--- src/rtl/slc3_test_top_if.sv ---
// Button/switch/display bundle for the SLC-3 board test harness.
// master drives the buttons and switches; slave (the harness) drives LEDs and segments.
interface slc3_test_top_if;
  logic       Run;
  logic       Continue;
  logic [9:0] SW;
  logic [9:0] LED;
  logic [6:0] HEX0;
  logic [6:0] HEX1;
  logic [6:0] HEX2;
  logic [6:0] HEX3;
  logic [6:0] HEX4;
  logic [6:0] HEX5;

  modport master (
    output Run, Continue, SW,
    input  LED, HEX0, HEX1, HEX2, HEX3, HEX4, HEX5
  );

  modport slave (
    input  Run, Continue, SW,
    output LED, HEX0, HEX1, HEX2, HEX3, HEX4, HEX5
  );
endinterface

--- src/rtl/slc3_test_top.sv ---
// SLC-3 board test harness: built-in IO echo / XOR / multiply programs on buttons and switches.
// Optional macro PROG_DISPLAY_EN shows PROG[7:0] on HEX5..HEX4 (blank otherwise).
module slc3_test_top #(
  parameter int SYNC_STAGES = 2,
  parameter int DATA_W      = 16
) (
  input logic            Clk,
  slc3_test_top_if.slave bus
);

  localparam logic [9:0] P_ECHO  = 10'h003;
  localparam logic [9:0] P_LOAD  = 10'h006;
  localparam logic [9:0] P_COUNT = 10'h00B;
  localparam logic [9:0] P_XOR   = 10'h014;
  localparam logic [9:0] P_MUL   = 10'h031;

  typedef enum logic [3:0] {
    S_IDLE, S_ECHO, S_LOAD, S_COUNT, S_ACK,
    S_WAIT_A, S_WAIT_B, S_EXEC, S_RESULT, S_ERROR
  } state_t;

  function automatic logic [6:0] seg7(input logic [3:0] n);
    case (n)
      4'h0: seg7 = 7'h40;  4'h1: seg7 = 7'h79;  4'h2: seg7 = 7'h24;  4'h3: seg7 = 7'h30;
      4'h4: seg7 = 7'h19;  4'h5: seg7 = 7'h12;  4'h6: seg7 = 7'h02;  4'h7: seg7 = 7'h78;
      4'h8: seg7 = 7'h00;  4'h9: seg7 = 7'h10;  4'hA: seg7 = 7'h08;  4'hB: seg7 = 7'h03;
      4'hC: seg7 = 7'h46;  4'hD: seg7 = 7'h21;  4'hE: seg7 = 7'h06;  4'hF: seg7 = 7'h0E;
      default: seg7 = 7'h7F;
    endcase
  endfunction

  state_t                   r_state, w_state_nxt;
  logic [SYNC_STAGES-1:0]   r_run_sync, r_cont_sync;
  logic                     r_run_last, r_cont_last;
  logic [9:0]               r_prog, r_a, r_b, r_mplier;
  logic [DATA_W-1:0]        r_data, r_mcand, r_acc;
  logic [3:0]               r_cnt;
  logic [9:0]               r_led, w_led;
  logic [6:0]               r_hex0, r_hex1, r_hex2, r_hex3, r_hex4, r_hex5;
  logic                     w_rst_n, w_run_ev, w_cont_ev;
  logic [DATA_W-1:0]        w_addend, w_sw_ext;

  // Reset is both buttons held low, sampled raw on the clock edge.
  assign w_rst_n   = bus.Run | bus.Continue;
  assign w_run_ev  = r_run_last  & ~r_run_sync[SYNC_STAGES-1];
  assign w_cont_ev = r_cont_last & ~r_cont_sync[SYNC_STAGES-1];
  assign w_addend  = r_mplier[0] ? r_mcand : {DATA_W{1'b0}};
  assign w_sw_ext  = {{(DATA_W-10){1'b0}}, bus.SW};

  // Button synchronizers and falling-edge history.
  always_ff @(posedge Clk) begin
    if (!w_rst_n) begin
      r_run_sync  <= {SYNC_STAGES{1'b1}};
      r_cont_sync <= {SYNC_STAGES{1'b1}};
      r_run_last  <= 1'b1;
      r_cont_last <= 1'b1;
    end else begin
      r_run_sync  <= {r_run_sync[SYNC_STAGES-2:0], bus.Run};
      r_cont_sync <= {r_cont_sync[SYNC_STAGES-2:0], bus.Continue};
      r_run_last  <= r_run_sync[SYNC_STAGES-1];
      r_cont_last <= r_cont_sync[SYNC_STAGES-1];
    end
  end

  // FSM state register.
  always_ff @(posedge Clk) begin
    if (!w_rst_n) begin
      r_state <= S_IDLE;
    end else begin
      r_state <= w_state_nxt;
    end
  end

  // Next-state and LED status decode; Run always takes priority over Continue.
  always_comb begin
    w_state_nxt = r_state;
    w_led       = 10'h000;
    if (w_run_ev) begin
      case (bus.SW)
        P_ECHO:       w_state_nxt = S_ECHO;
        P_LOAD:       w_state_nxt = S_LOAD;
        P_COUNT:      w_state_nxt = S_COUNT;
        P_XOR, P_MUL: w_state_nxt = S_ACK;
        default:      w_state_nxt = S_ERROR;
      endcase
    end else begin
      case (r_state)
        S_ACK:    if (w_cont_ev) w_state_nxt = S_WAIT_A; else w_state_nxt = S_ACK;
        S_WAIT_A: if (w_cont_ev) w_state_nxt = S_WAIT_B; else w_state_nxt = S_WAIT_A;
        S_WAIT_B: if (w_cont_ev) w_state_nxt = S_EXEC;   else w_state_nxt = S_WAIT_B;
        S_EXEC: begin
          if ((r_prog == P_XOR) || (r_cnt == 4'd9)) w_state_nxt = S_RESULT;
          else w_state_nxt = S_EXEC;
        end
        S_RESULT: if (w_cont_ev) w_state_nxt = S_WAIT_A; else w_state_nxt = S_RESULT;
        default:  w_state_nxt = r_state;
      endcase
    end
    case (r_state)
      S_ECHO, S_LOAD, S_COUNT, S_ACK: w_led = 10'h001;
      S_WAIT_A: w_led = 10'h002;
      S_WAIT_B: w_led = 10'h003;
      S_EXEC:   if (r_prog == P_MUL) w_led = 10'h200; else w_led = 10'h000;
      S_RESULT: w_led = 10'h004;
      S_ERROR:  w_led = 10'h3FF;
      default:  w_led = 10'h000;
    endcase
  end

  // Program datapath: operand capture, echo/count, XOR and 10-step shift-add multiply.
  always_ff @(posedge Clk) begin
    if (!w_rst_n) begin
      r_prog   <= 10'h000;
      r_a      <= 10'h000;
      r_b      <= 10'h000;
      r_data   <= {DATA_W{1'b0}};
      r_mcand  <= {DATA_W{1'b0}};
      r_mplier <= 10'h000;
      r_acc    <= {DATA_W{1'b0}};
      r_cnt    <= 4'd0;
    end else if (w_run_ev) begin
      r_prog <= bus.SW;
      r_data <= {DATA_W{1'b0}};
    end else begin
      case (r_state)
        S_ECHO:   r_data <= w_sw_ext;
        S_LOAD:   if (w_cont_ev) r_data <= w_sw_ext;
        S_COUNT:  if (w_cont_ev) r_data <= r_data + {{(DATA_W-1){1'b0}}, 1'b1};
        S_WAIT_A: if (w_cont_ev) r_a <= bus.SW;
        S_WAIT_B: begin
          if (w_cont_ev) begin
            r_b      <= bus.SW;
            r_mplier <= bus.SW;
            r_mcand  <= {{(DATA_W-10){1'b0}}, r_a};
            r_acc    <= {DATA_W{1'b0}};
            r_cnt    <= 4'd0;
          end
        end
        S_EXEC: begin
          if (r_prog == P_XOR) begin
            r_data <= {{(DATA_W-10){1'b0}}, r_a ^ r_b};
          end else begin
            r_acc    <= r_acc + w_addend;
            r_mcand  <= {r_mcand[DATA_W-2:0], 1'b0};
            r_mplier <= {1'b0, r_mplier[9:1]};
            r_cnt    <= r_cnt + 4'd1;
            if (r_cnt == 4'd9) r_data <= r_acc + w_addend;
          end
        end
        S_ERROR:  r_data <= {DATA_W{1'b0}};
        default:  r_data <= r_data;
      endcase
    end
  end

  // Registered LED and segment outputs.
  always_ff @(posedge Clk) begin
    if (!w_rst_n) begin
      r_led  <= 10'h000;
      r_hex0 <= 7'h40;
      r_hex1 <= 7'h40;
      r_hex2 <= 7'h40;
      r_hex3 <= 7'h40;
      r_hex4 <= 7'h7F;
      r_hex5 <= 7'h7F;
    end else begin
      r_led  <= w_led;
      r_hex0 <= seg7(r_data[3:0]);
      r_hex1 <= seg7(r_data[7:4]);
      r_hex2 <= seg7(r_data[11:8]);
      r_hex3 <= seg7(r_data[15:12]);
`ifdef PROG_DISPLAY_EN
      r_hex4 <= seg7(r_prog[3:0]);
      r_hex5 <= seg7(r_prog[7:4]);
`else
      r_hex4 <= 7'h7F;
      r_hex5 <= 7'h7F;
`endif
    end
  end

  assign bus.LED  = r_led;
  assign bus.HEX0 = r_hex0;
  assign bus.HEX1 = r_hex1;
  assign bus.HEX2 = r_hex2;
  assign bus.HEX3 = r_hex3;
  assign bus.HEX4 = r_hex4;
  assign bus.HEX5 = r_hex5;

endmodule

--- src/flat_wrapper.sv ---
// flat-port wrapper written by rule: the top's interface ports become plain ports
module slc3_test_top_flat 
#(
  parameter int SYNC_STAGES = 2,
  parameter int DATA_W      = 16
)
  (Clk, bus_Run, bus_Continue, bus_SW, bus_LED, bus_HEX0, bus_HEX1, bus_HEX2, bus_HEX3, bus_HEX4, bus_HEX5);
  slc3_test_top_if bus_i ();
  input logic Clk;
  input wire logic [$bits(bus_i.Run)-1:0] bus_Run;
  input wire logic [$bits(bus_i.Continue)-1:0] bus_Continue;
  input wire logic [$bits(bus_i.SW)-1:0] bus_SW;
  output wire logic [$bits(bus_i.LED)-1:0] bus_LED;
  output wire logic [$bits(bus_i.HEX0)-1:0] bus_HEX0;
  output wire logic [$bits(bus_i.HEX1)-1:0] bus_HEX1;
  output wire logic [$bits(bus_i.HEX2)-1:0] bus_HEX2;
  output wire logic [$bits(bus_i.HEX3)-1:0] bus_HEX3;
  output wire logic [$bits(bus_i.HEX4)-1:0] bus_HEX4;
  output wire logic [$bits(bus_i.HEX5)-1:0] bus_HEX5;
  assign bus_i.Run = bus_Run;
  assign bus_i.Continue = bus_Continue;
  assign bus_i.SW = bus_SW;
  assign bus_LED = bus_i.LED;
  assign bus_HEX0 = bus_i.HEX0;
  assign bus_HEX1 = bus_i.HEX1;
  assign bus_HEX2 = bus_i.HEX2;
  assign bus_HEX3 = bus_i.HEX3;
  assign bus_HEX4 = bus_i.HEX4;
  assign bus_HEX5 = bus_i.HEX5;
  slc3_test_top #(.SYNC_STAGES(SYNC_STAGES), .DATA_W(DATA_W)) u_core (.Clk(Clk), .bus(bus_i));
endmodule
--- config.mk ---
export PLATFORM = sky130hd
export DESIGN_NAME = slc3_test_top_flat
export DESIGN_NICKNAME = d
export VERILOG_FILES = /design/src/rtl/slc3_test_top_if.sv /design/src/rtl/slc3_test_top.sv /design/src/flat_wrapper.sv
export SDC_FILE = /design/constraint.sdc
export NUM_CORES = 1
export LEC_CHECK = 0
export CORE_MARGIN = 3
export CORE_UTILIZATION = 35
export CTS_CLUSTER_SIZE = 8
export DETAILED_ROUTE_END_ITERATION = 8
export GPL_TIMING_DRIVEN = 0
export PLACE_DENSITY = 0.56
export SETUP_SLACK_MARGIN = 0.02
export SYNTH_ARGS = -nofsm -noshare
export SYNTH_HDL_FRONTEND = slang
export SYNTH_SLANG_ARGS = --single-unit
--- constraint.sdc ---
create_clock -name Clk -period 4.1 [get_ports Clk]
set_input_delay 1.025 -clock Clk [delete_from_list [all_inputs] [get_ports Clk]]
set_output_delay 1.025 -clock Clk [all_outputs]
set_load 0.005 [all_outputs]
# Yosys cells after proc, flatten, opt, wreduce, memory -nomap -nowiden
# Memory sizes are Yosys's and may differ from the RTL's. A register that Yosys moved wholly into a read port is not among the register bits.
# Cells that the tools add are included.
[totals]
ff_bits = 112
input_bits = 13
wordCells = 94
mem_count = 4
out_inout_bits = 52
mem_bits_ro = 448
[classes]
eq_ne = 22
muxes = 28
addsub = 3
bitwise_logic = 8
n_reduce_logical = 15
[memory_table]
columns = ["name", "depth", "width", "read_ports", "rd_clocked_by_memory_dff", "write_ports", "line", "rtl"]
rows = [
  ["(name not given)", 16, 7, 1, 1, 0, "slc3_test_top.sv:23", "case (n)"],
  ["(name not given)", 16, 7, 1, 1, 0, "slc3_test_top.sv:23", ""],
  ["(name not given)", 16, 7, 1, 1, 0, "slc3_test_top.sv:23", ""],
  ["(name not given)", 16, 7, 1, 1, 0, "slc3_test_top.sv:23", ""],
]
[ops]
columns = ["op", "count"]
rows = [
  ["$mux W16", 9],
  ["$pmux W16 S5", 1],
  ["$pmux W16 S2", 2],
  ["$pmux W10 S6", 1],
  ["$mux W10", 3],
  ["$eq A10 B5 Y1 const B", 2],
  ["$eq A10 B6 Y1 const B", 2],
  ["$mux W4", 5],
  ["$pmux W10 S2", 1],
  ["$pmux W4 S5", 1],
  ["$add A16 B1 Y16 const B", 1],
  ["$add A16 B16 Y16", 1],
  ["$eq A4 B3 Y1 const B", 4],
  ["$pmux W4 S4", 1],
  ["$eq A4 B4 Y1 const B", 3],
  ["$eq A10 B2 Y1 const B", 1],
  ["$eq A10 B3 Y1 const B", 1],
  ["$eq A10 B4 Y1 const B", 1],
  ["$xor A10 B10 Y10", 1],
  ["$eq A4 B2 Y1 const B", 2],
  ["$pmux W4 S2", 1],
  ["$reduce_and A4 Y1", 2],
  ["$ne A2 B1 Y1 const B", 3],
  ["$reduce_and A3 Y1", 2],
  ["other kinds (16)", 25],
]

# Logic depth before layout (Yosys ltp)
# Gate-level depths: netlist of the first run.
[logic_depth]
ltp_word = 5
depth_mapped = 10
mapped_depth_nobuf = 10

# Least setup slack after synthesis of the first run
# Ideal clock, no wire load.
[synth_path]
path_kind = "reg-to-reg"
startpoint = "register u_core.r_mplier[0]"
endpoint = "register u_core.r_acc[11]"
path_slack_ns = 1.617
path_buffers = 1
arrival_time_ns = 2.365
path_stages_with_launch = 11
required_ns = 3.983
synth_period_minus_slack_ns = 2.483
setup_ns = 0.117
cell_sequence = "dfxtp_1 > clkbuf_1 > nand2_1 > inv_1 > ha_1 > a211oi_1 > o21ai_1 > o311a_1 > o41ai_4 > xnor2_1 > a32o_1"
[synth_between]
elab_chain_len = 4
[synth_rtl]
columns = ["element", "line", "rtl"]
rows = [
  ["start: declaration", "slc3_test_top.sv:35", "logic [9:0] r_prog, r_a, r_b, r_mplier;"],
  ["start signal: assignment", "slc3_test_top.sv:133", "r_mplier <= bus.SW;"],
  ["start signal: assignment", "slc3_test_top.sv:145", "r_mplier <= {1'b0, r_mplier[9:1]};"],
  ["$mux W16", "slc3_test_top.sv:47", "assign w_addend = r_mplier[0] ? r_mcand : {DATA_W{1'b0}};"],
  ["$add A16 B16 Y16", "slc3_test_top.sv:143", "r_acc <= r_acc + w_addend;"],
  ["$mux W16", "slc3_test_top.sv:140", "if (r_prog == P_XOR) begin"],
  ["$pmux W16 S2", "slc3_test_top.sv:125", "case (r_state)"],
  ["end signal: assignment", "slc3_test_top.sv:119", "r_acc <= {DATA_W{1'b0}};"],
  ["end signal: assignment", "slc3_test_top.sv:135", "r_acc <= {DATA_W{1'b0}};"],
  ["end signal: assignment", "slc3_test_top.sv:143", ""],
  ["end: declaration", "slc3_test_top.sv:36", "logic [DATA_W-1:0] r_data, r_mcand, r_acc;"],
]
# Every way passes these cells. The select of a mux whose other input is x is not followed.
# A chain may end at the register's enable or synchronous reset.

# Final worst setup path of the first run
[layout_path]
startpoint = "input port bus_Continue"
endpoint = "register u_core.r_cnt[1]"
[layout_between]
elab_chain_len = 1
[layout_rtl]
columns = ["element", "line", "rtl"]
rows = [
  ["start: declaration", "flat_wrapper.sv:11", "input wire logic [$bits(bus_i.Continue)-1:0] bus_Continue;"],
  ["$or A1 B1 Y1", "slc3_test_top.sv:44", "assign w_rst_n = bus.Run | bus.Continue;"],
  ["end signal: assignment", "slc3_test_top.sv:146", "r_cnt <= r_cnt + 4'd1;"],
  ["end: declaration", "slc3_test_top.sv:37", "logic [3:0] r_cnt;"],
]
# Every way passes these cells.

==> qor.yml, run 1 <==
status: "complete, no violations"
startpoint_type: "input pin"
post-route-min-period_ns: 3.19
cts_inserted_buffers: 17
n_antenna_cell: 0
die_h_um: 152
drtAntennaViolNets: 0
avgSynthCellArea_um2: 8.22
setup-tns-final_ns: 0
ys_ff_latch: 135
dieArea_um2: 23200
arrival_ns: 3.46
synthCells: 910
ir_worst_vdd_uv: 331
synth_area_um2: 7480
cts-htree-levels: 4
finalPower_mw: 4.79
critPathKind: "input pin to register"
hold_viol: 0
path_clk_slew_ns: 0.06
grt_use_total_pct: 19.1
ys_async_sr_fraction_pct: 0
synth_seq_area_share_pct: 36.1
root_buffer: "clkbuf_16"
power_leakage_nw: 3.60
tritoncts: "done"
core_um2: 20600
clock_latency_ns: 0.42
syn_to_final_growth_pct: 20.7
cts_resized: 0
rsz0062_at_grt: "no"
post-dp-hpwl_um: 16100
antenna_found_initial: 0
postCtsSetupRepairBufs: 0
grt_start_max_net_pins: 17
initial_core_util_pct: 36.3
endpoint_kind: "register"
via_count: 6826
vias_per_cell: 5.37
path_max_fanout: 10
finalCritPeriodShare_pct: 77.7
drc: 0
finalNetCount: 1045
synth_ff_type: "dfxtp_1"
portBuffers: 48
grt_pass1_vias: 6496
relSlewSlack_pct: 44.9
slew_viol_final: 0
routabilityCongestion: 0.828
cts.sinks: 135
final_layout_size_suffix_gt1_share_pct: 7.39
hp-class: "register to register"
ctsHoldBuffers: 0
fin_worst_skew_ns: 0.0112
mostFrequentLayoutCells: "dfxtp_1 (135), nand2_1 (126), nor2_1 (112)"
drt_iter0_drc: 501
gr-total-overflow: 0
drt_wl_total_um: 22200
maxCapViolCount: 0
clock.fmax_ghz: 0.314
yosysWarnings: 0
final-setup-viol-count: 0
chipWidth_um: 152
clock_path_buffers: 2
num_io_pins: 65
grt_pass1_wl_um: 35800
ys_types: 69
worst_pin_slew_ns: 0.826
power_density_nw_per_um2: 531
first_pass_iters: 5
num_rows: 52
n_fill_cell: 2091
required_ns: 4.37
final_common_cell: "dfxtp_1"
synth_edf_count: 0
post_drt_wl_per_cell_um: 17.5
-- cells in the mapped netlist (8+ instances only) --
library cell  count  share of area [%]
o21ai_0          32                2.1
xor2_1           19                2.2
mux2i_1          18                2.4
nor2b_1          14                1.2
nor2_1          112                5.6
ha_1             41                6.9
a21oi_1          58                3.9
and3_1           10               0.84
a31oi_1           8               0.67
buf_4            20                2.0
nand2b_1         16                1.3
a221oi_1          9                1.1
dfxtp_1         135                 36
nand3_1          12               0.80
nor3_1           15                1.0
nand2_1         126                6.3
xnor2_1          16                1.9
buf_2             9               0.60
a22oi_1          12                1.2
clkbuf_1         41                2.1
inv_1            14               0.70
a311oi_1         22                2.6
and2_1           21                1.8
a211oi_1         23                2.3
o21a_1            8               0.80
-- final timing paths --
path | startpoint | endpoint | slack (ns) | cells after the start
setup reg to reg | u_core.r_mplier[0] | u_core.r_data[13] | 0.95 | 10
hold / removal | u_core.r_cont_sync[0] | u_core.r_cont_sync[1] | 0.41 | 1
hold reg to reg | u_core.r_cont_sync[0] | u_core.r_cont_sync[1] | 0.41 | 1
setup / recovery | bus_Continue | u_core.r_cnt[1] | 0.91 | 5
-- registers in the layout (all words and copies together) (netlist names) --
register            cells
u_core.bus.HEX0         7
u_core.bus.HEX1         7
u_core.bus.HEX2         7
u_core.bus.HEX3         7
u_core.bus.LED          5
u_core.r_a             10
u_core.r_acc           16
u_core.r_b             10
u_core.r_cnt            4
u_core.r_cont_last      1
u_core.r_cont_sync      2
u_core.r_data          16
u_core.r_mcand         16
u_core.r_mplier        10
u_core.r_prog          10
u_core.r_run_last       1
u_core.r_run_sync       2
u_core.r_state          4
-- power breakdown --
group / internal [mW] / switching, mW / leakage, nW / total, mW
Combinational: 0.622 / 0.746 / 2.18 / 1.37
Sequential: 1.51 / 0.141 / 1.10 / 1.65
Clock: 1.17 / 0.604 / 0.323 / 1.78
-- layer usage --
metal	track usage, %	wire length (µm)
met5	0	0
met4	5.78	498
met3	3.55	1150
met2	29.9	10100
met1	26.9	10500
-- critical path, stage by stage --
cell and delay [ns]:
clkdlybuf4s50_1 0.46, nor2_1 0.52, clkbuf_1 0.64, buf_1 0.69
nor2_1 0.11
-- cell families (layout without fill, tap and decap cells) --
group,Yosys count,count (layout),share of synthesized area [%]
buffers and inverters,91,170,5.72
AOI/OAI and AO/OA,231,231,22.2
muxes,20,20,2.71
other,1,14,0.0502
xor gates and xnor gates,35,35,4.10
DFF,135,135,36.1
adders and majority gates,42,42,7.13
and+or+nand+nor,355,355,22.0
-- per-stage QoR --
stage / util [%] / setup WS [ns] / area (µm²) / std cells / hold slack, ns
after floorplan: - / 1.62 / 7530 / 923 / 0.386
after global placement: 40.5 / 0.459 / 8340 / 1241 / 0.402
after detailed placement: 40.5 / 0.447 / 8340 / 1241 / 0.404
after CTS: 43.7 / 0.874 / 9020 / 1272 / 0.418
after global routing: 43.7 / 0.612 / 9020 / 1272 / 0.439
final: 43.7 / 0.914 / 9020 / 1272 / 0.413
-- final cells by class --
cell class              count  area (µm²)  area share, %
clock buffers              20         457           5.06
clock inverters            11         221           2.45
repair buffers             48         480           5.33
well taps                 270         338           3.74
plain buffers              76         372           4.12
multi-input cells         697        4400           48.7
inverters                  15        56.3          0.624
flip-flops and latches    135        2700           30.0
Power figures use the tool's default switching activity.
==> inputs of run 2 (changes only) <==
--- a/config.mk
+++ b/config.mk
@@ -10,7 +10,7 @@
 export CTS_CLUSTER_SIZE = 8
 export DETAILED_ROUTE_END_ITERATION = 8
 export GPL_TIMING_DRIVEN = 0
-export PLACE_DENSITY = 0.56
+export PLACE_DENSITY = 0.58
 export SETUP_SLACK_MARGIN = 0.02
 export SYNTH_ARGS = -nofsm -noshare
 export SYNTH_HDL_FRONTEND = slang
==> constraint.sdc (replaced) <==
create_clock -name Clk -period 2.8 [get_ports Clk]
set_input_delay 0.7 -clock Clk [delete_from_list [all_inputs] [get_ports Clk]]
set_output_delay 0.7 -clock Clk [all_outputs]
set_load 0.005 [all_outputs]
==> run 2 against run 1 <==
  * Worst setup slack lost 0.80 ns
  * Combinational power grew 47%
  * Global-route usage shrank 0.37 points
  * First-iteration DRC count grew 12%
  * Via count grew 0.26%
  * Cell area is essentially flat
  * Non-clock buffer count shrank 1
  * Hold slack lost 0.0075 ns
  * Cell count is the same
  * Largest cell class unchanged
  * Critical path depth grew 5
==> qor.yml, run 2 (synthesis gave the netlist of run 1 again) <==
reg2reg_to: "u_core.r_data[12]"  # was u_core.r_data[13]
power_density_nw_per_um2: 760  # was 531 nW/µm²
portBuffers: 48  # unchanged
slowest_delay_ns: 0.38  # was 0.69 ns
cts_inserted_buffers: 17  # unchanged
num_io_pins: 65  # unchanged
n_antenna_cell: 0  # unchanged
crit_start: "u_core.r_mplier[0]"  # was bus_Continue
design_area_um2: 9030  # was 9020 µm²
grt_pass1_vias: 6454  # was 6496
grt_use_total_pct: 18.8  # was 19.1%
post-dp-hpwl_um: 16000  # was 16100 µm
whs_path_depth: 1  # unchanged
crit_family: "compound AO/OA/AOI/OAI gates"  # was buffers and inverters
die_h_um: 152  # unchanged
core_um2: 20600  # unchanged
top_regs: "u_core.r_acc: 16 flops, u_core.r_data: 16 flops, u_core.r_mcand: 16 flops"  # unchanged
slew_viol_final: 0  # unchanged
post-route-min-period_ns: 2.69
post_drt_wl_per_cell_um: 17.3  # was 17.5 µm
root_buffer: "clkbuf_16"  # unchanged
final_common_cell: "dfxtp_1"  # unchanged
finalCritPeriodShare_pct: 96.0
num_rows: 52  # unchanged
clock_latency_ns: 0.42  # about the same
dieArea_um2: 23200  # unchanged
holdCritStartpoint: "u_core.r_cont_sync[0]"  # unchanged
status: "complete, no violations"  # unchanged
cts-htree-levels: 4  # unchanged
relSlewSlack_pct: 45.8  # was 44.9%
arrival_ns: 2.97  # was 3.46 ns
antenna_found_initial: 0  # unchanged
path_clk_slew_ns: 0.06  # about the same
maxCapViolCount: 0  # unchanged
endpoint_kind: "register"  # unchanged
clock.fmax_ghz: 0.372
r2r_slack_ns: 0.11  # was 0.95 ns
reg2reg_from: "u_core.r_mplier[0]"  # unchanged
finalPower_mw: 6.86  # was 4.79 mW
fin_worst_skew_ns: 0.00805  # was 0.0112 ns
required_ns: 3.08  # was 4.37 ns
chipWidth_um: 152  # unchanged
n_fill_cell: 2022  # was 2091
worst_pin_slew_ns: 0.813  # was 0.826 ns
syn_to_final_growth_pct: 20.7  # about the same
cts.sinks: 135  # unchanged
path_max_fanout: 8  # was 10
power_leakage_nw: 3.58  # was 3.60 nW
final_layout_size_suffix_gt1_share_pct: 8.58  # was 7.39%
slowest_stage: "dfxtp_4"  # was buf_1
dp_cells: 1241  # unchanged
finalNetCount: 1044  # was 1045
drt_iter0_drc: 562  # was 501
hp-class: "register to register"  # unchanged
via_count: 6844  # was 6826
setup-tns-final_ns: 0  # unchanged
ir_worst_vdd_uv: 397  # was 331 µV
drc: 0  # unchanged
initial_core_util_pct: 36.3  # unchanged
tritoncts: "done"  # unchanged
grt_start_max_net_pins: 17  # unchanged
mostFrequentLayoutCells: "dfxtp_1 (134), nand2_1 (126), nor2_1 (112)"  # was dfxtp_1 (135), nand2_1 (126), nor2_1 (112)
gr-total-overflow: 0  # unchanged
final-setup-viol-count: 0  # unchanged
ctsHoldBuffers: 0  # unchanged
path_cells: "and2_1 -> ha_2 -> inv_1 -> fa_1 -> nor2b_2 -> o31a_1 -> o22a_2 -> a31oi_1 -> mux2i_1 -> a221oi_1"  # was clkdlybuf4s50_1 -> nor2_1 -> clkbuf_1 -> buf_1 -> nor2_1
placed_area_um2: 8340  # unchanged
drt_wl_total_um: 22100  # was 22200 µm
grt_pass1_wl_um: 35200  # was 35800 µm
final_cells: 1272  # unchanged
clock_path_buffers: 2  # unchanged
critPathKind: "register to register"  # was input pin to register
routabilityCongestion: 0.851  # was 0.828
reg2reg_depth: 10  # unchanged
hold_viol: 0  # unchanged
vias_per_cell: 5.38  # was 5.37
startpoint_type: "register"  # was input pin
first_pass_iters: 5  # unchanged
path_buf_inv: 1  # was 3
min_to: "u_core.r_cont_sync[1]"  # unchanged
drtAntennaViolNets: 0  # unchanged
run 2: cell count changes in the layout (fill, tap and decap cells not counted), moves of 2 or more:
cell / before / now
bufinv_16: 6 / 4
clkbuf_1: 42 / 38
clkinv_2: 0 / 3
clkinv_4: 3 / 1
clkinvlp_4: 2 / 4
run 2: final cells by class:
type,instances,area [µm²],share of cell area (%)
buffer,75,374,4.14
clock buffer,20,467,5.17
clock inverter,12,174,1.93
inverter,15,56.3,0.624
multi-input combinational,697,4430,49.1
sequential,135,2710,30.0
tap,270,338,3.74
timing repair buffer,48,480,5.32
run 2: worst max-delay path by stage:
stage | endpoint | slack [ns] | cells past startpoint
floorplan | u_core.r_acc[11] | 0.32 | 10
global placement | u_core.bus.HEX1[2] | -0.50 | 5
detailed placement | u_core.r_acc[8] | -0.52 | 5
CTS | u_core.r_data[13] | 0.04 | 10
global route | u_core.r_data[13] | -0.002 | 10
finish | u_core.r_data[12] | 0.11 | 10
run 2: layer usage:
metal  track usage, %  share of wire [%]
met5                0                  0
met2             28.9                 45
met3             4.23                4.9
met1             26.0                 48
met4             6.34                2.1
run 2: metrics by stage:
stage                     setup slack (ns)  hold WS [ns]  util [%]
final                                0.112         0.406      43.8
after global routing              -0.00166         0.429      43.8
after CTS                           0.0420         0.410      43.7
after detailed placement            -0.520         0.395      40.5
after global placement              -0.499         0.393      40.5
after floorplan                      0.317         0.386         -
run 2: power by group:
group	leakage (nW)	total (mW)	internal [mW]	switching, mW
Clock	0.304	2.44	1.56	0.887
Combinational	2.17	2.01	0.912	1.09
Sequential	1.10	2.41	2.21	0.200
Total	3.58	6.86	4.68	2.18
run 2: worst reg2reg max path, stage by stage, from the launching register on:
cell and delay (ns):
dfxtp_4 0.38, and2_1 0.15, ha_2 0.21, inv_1 0.08, fa_1 0.23, nor2b_2 0.06, o31a_1 0.37, o22a_2 0.26
a31oi_1 0.36, mux2i_1 0.33, a221oi_1 0.12
run 2: timing repair:
item	4_1_cts	5_1_grt
endpoints found under the hold margin	0	0
buffers inserted	0	0
resized for setup	5	11
pin swaps	0	3
setup endpoints to repair	23	23
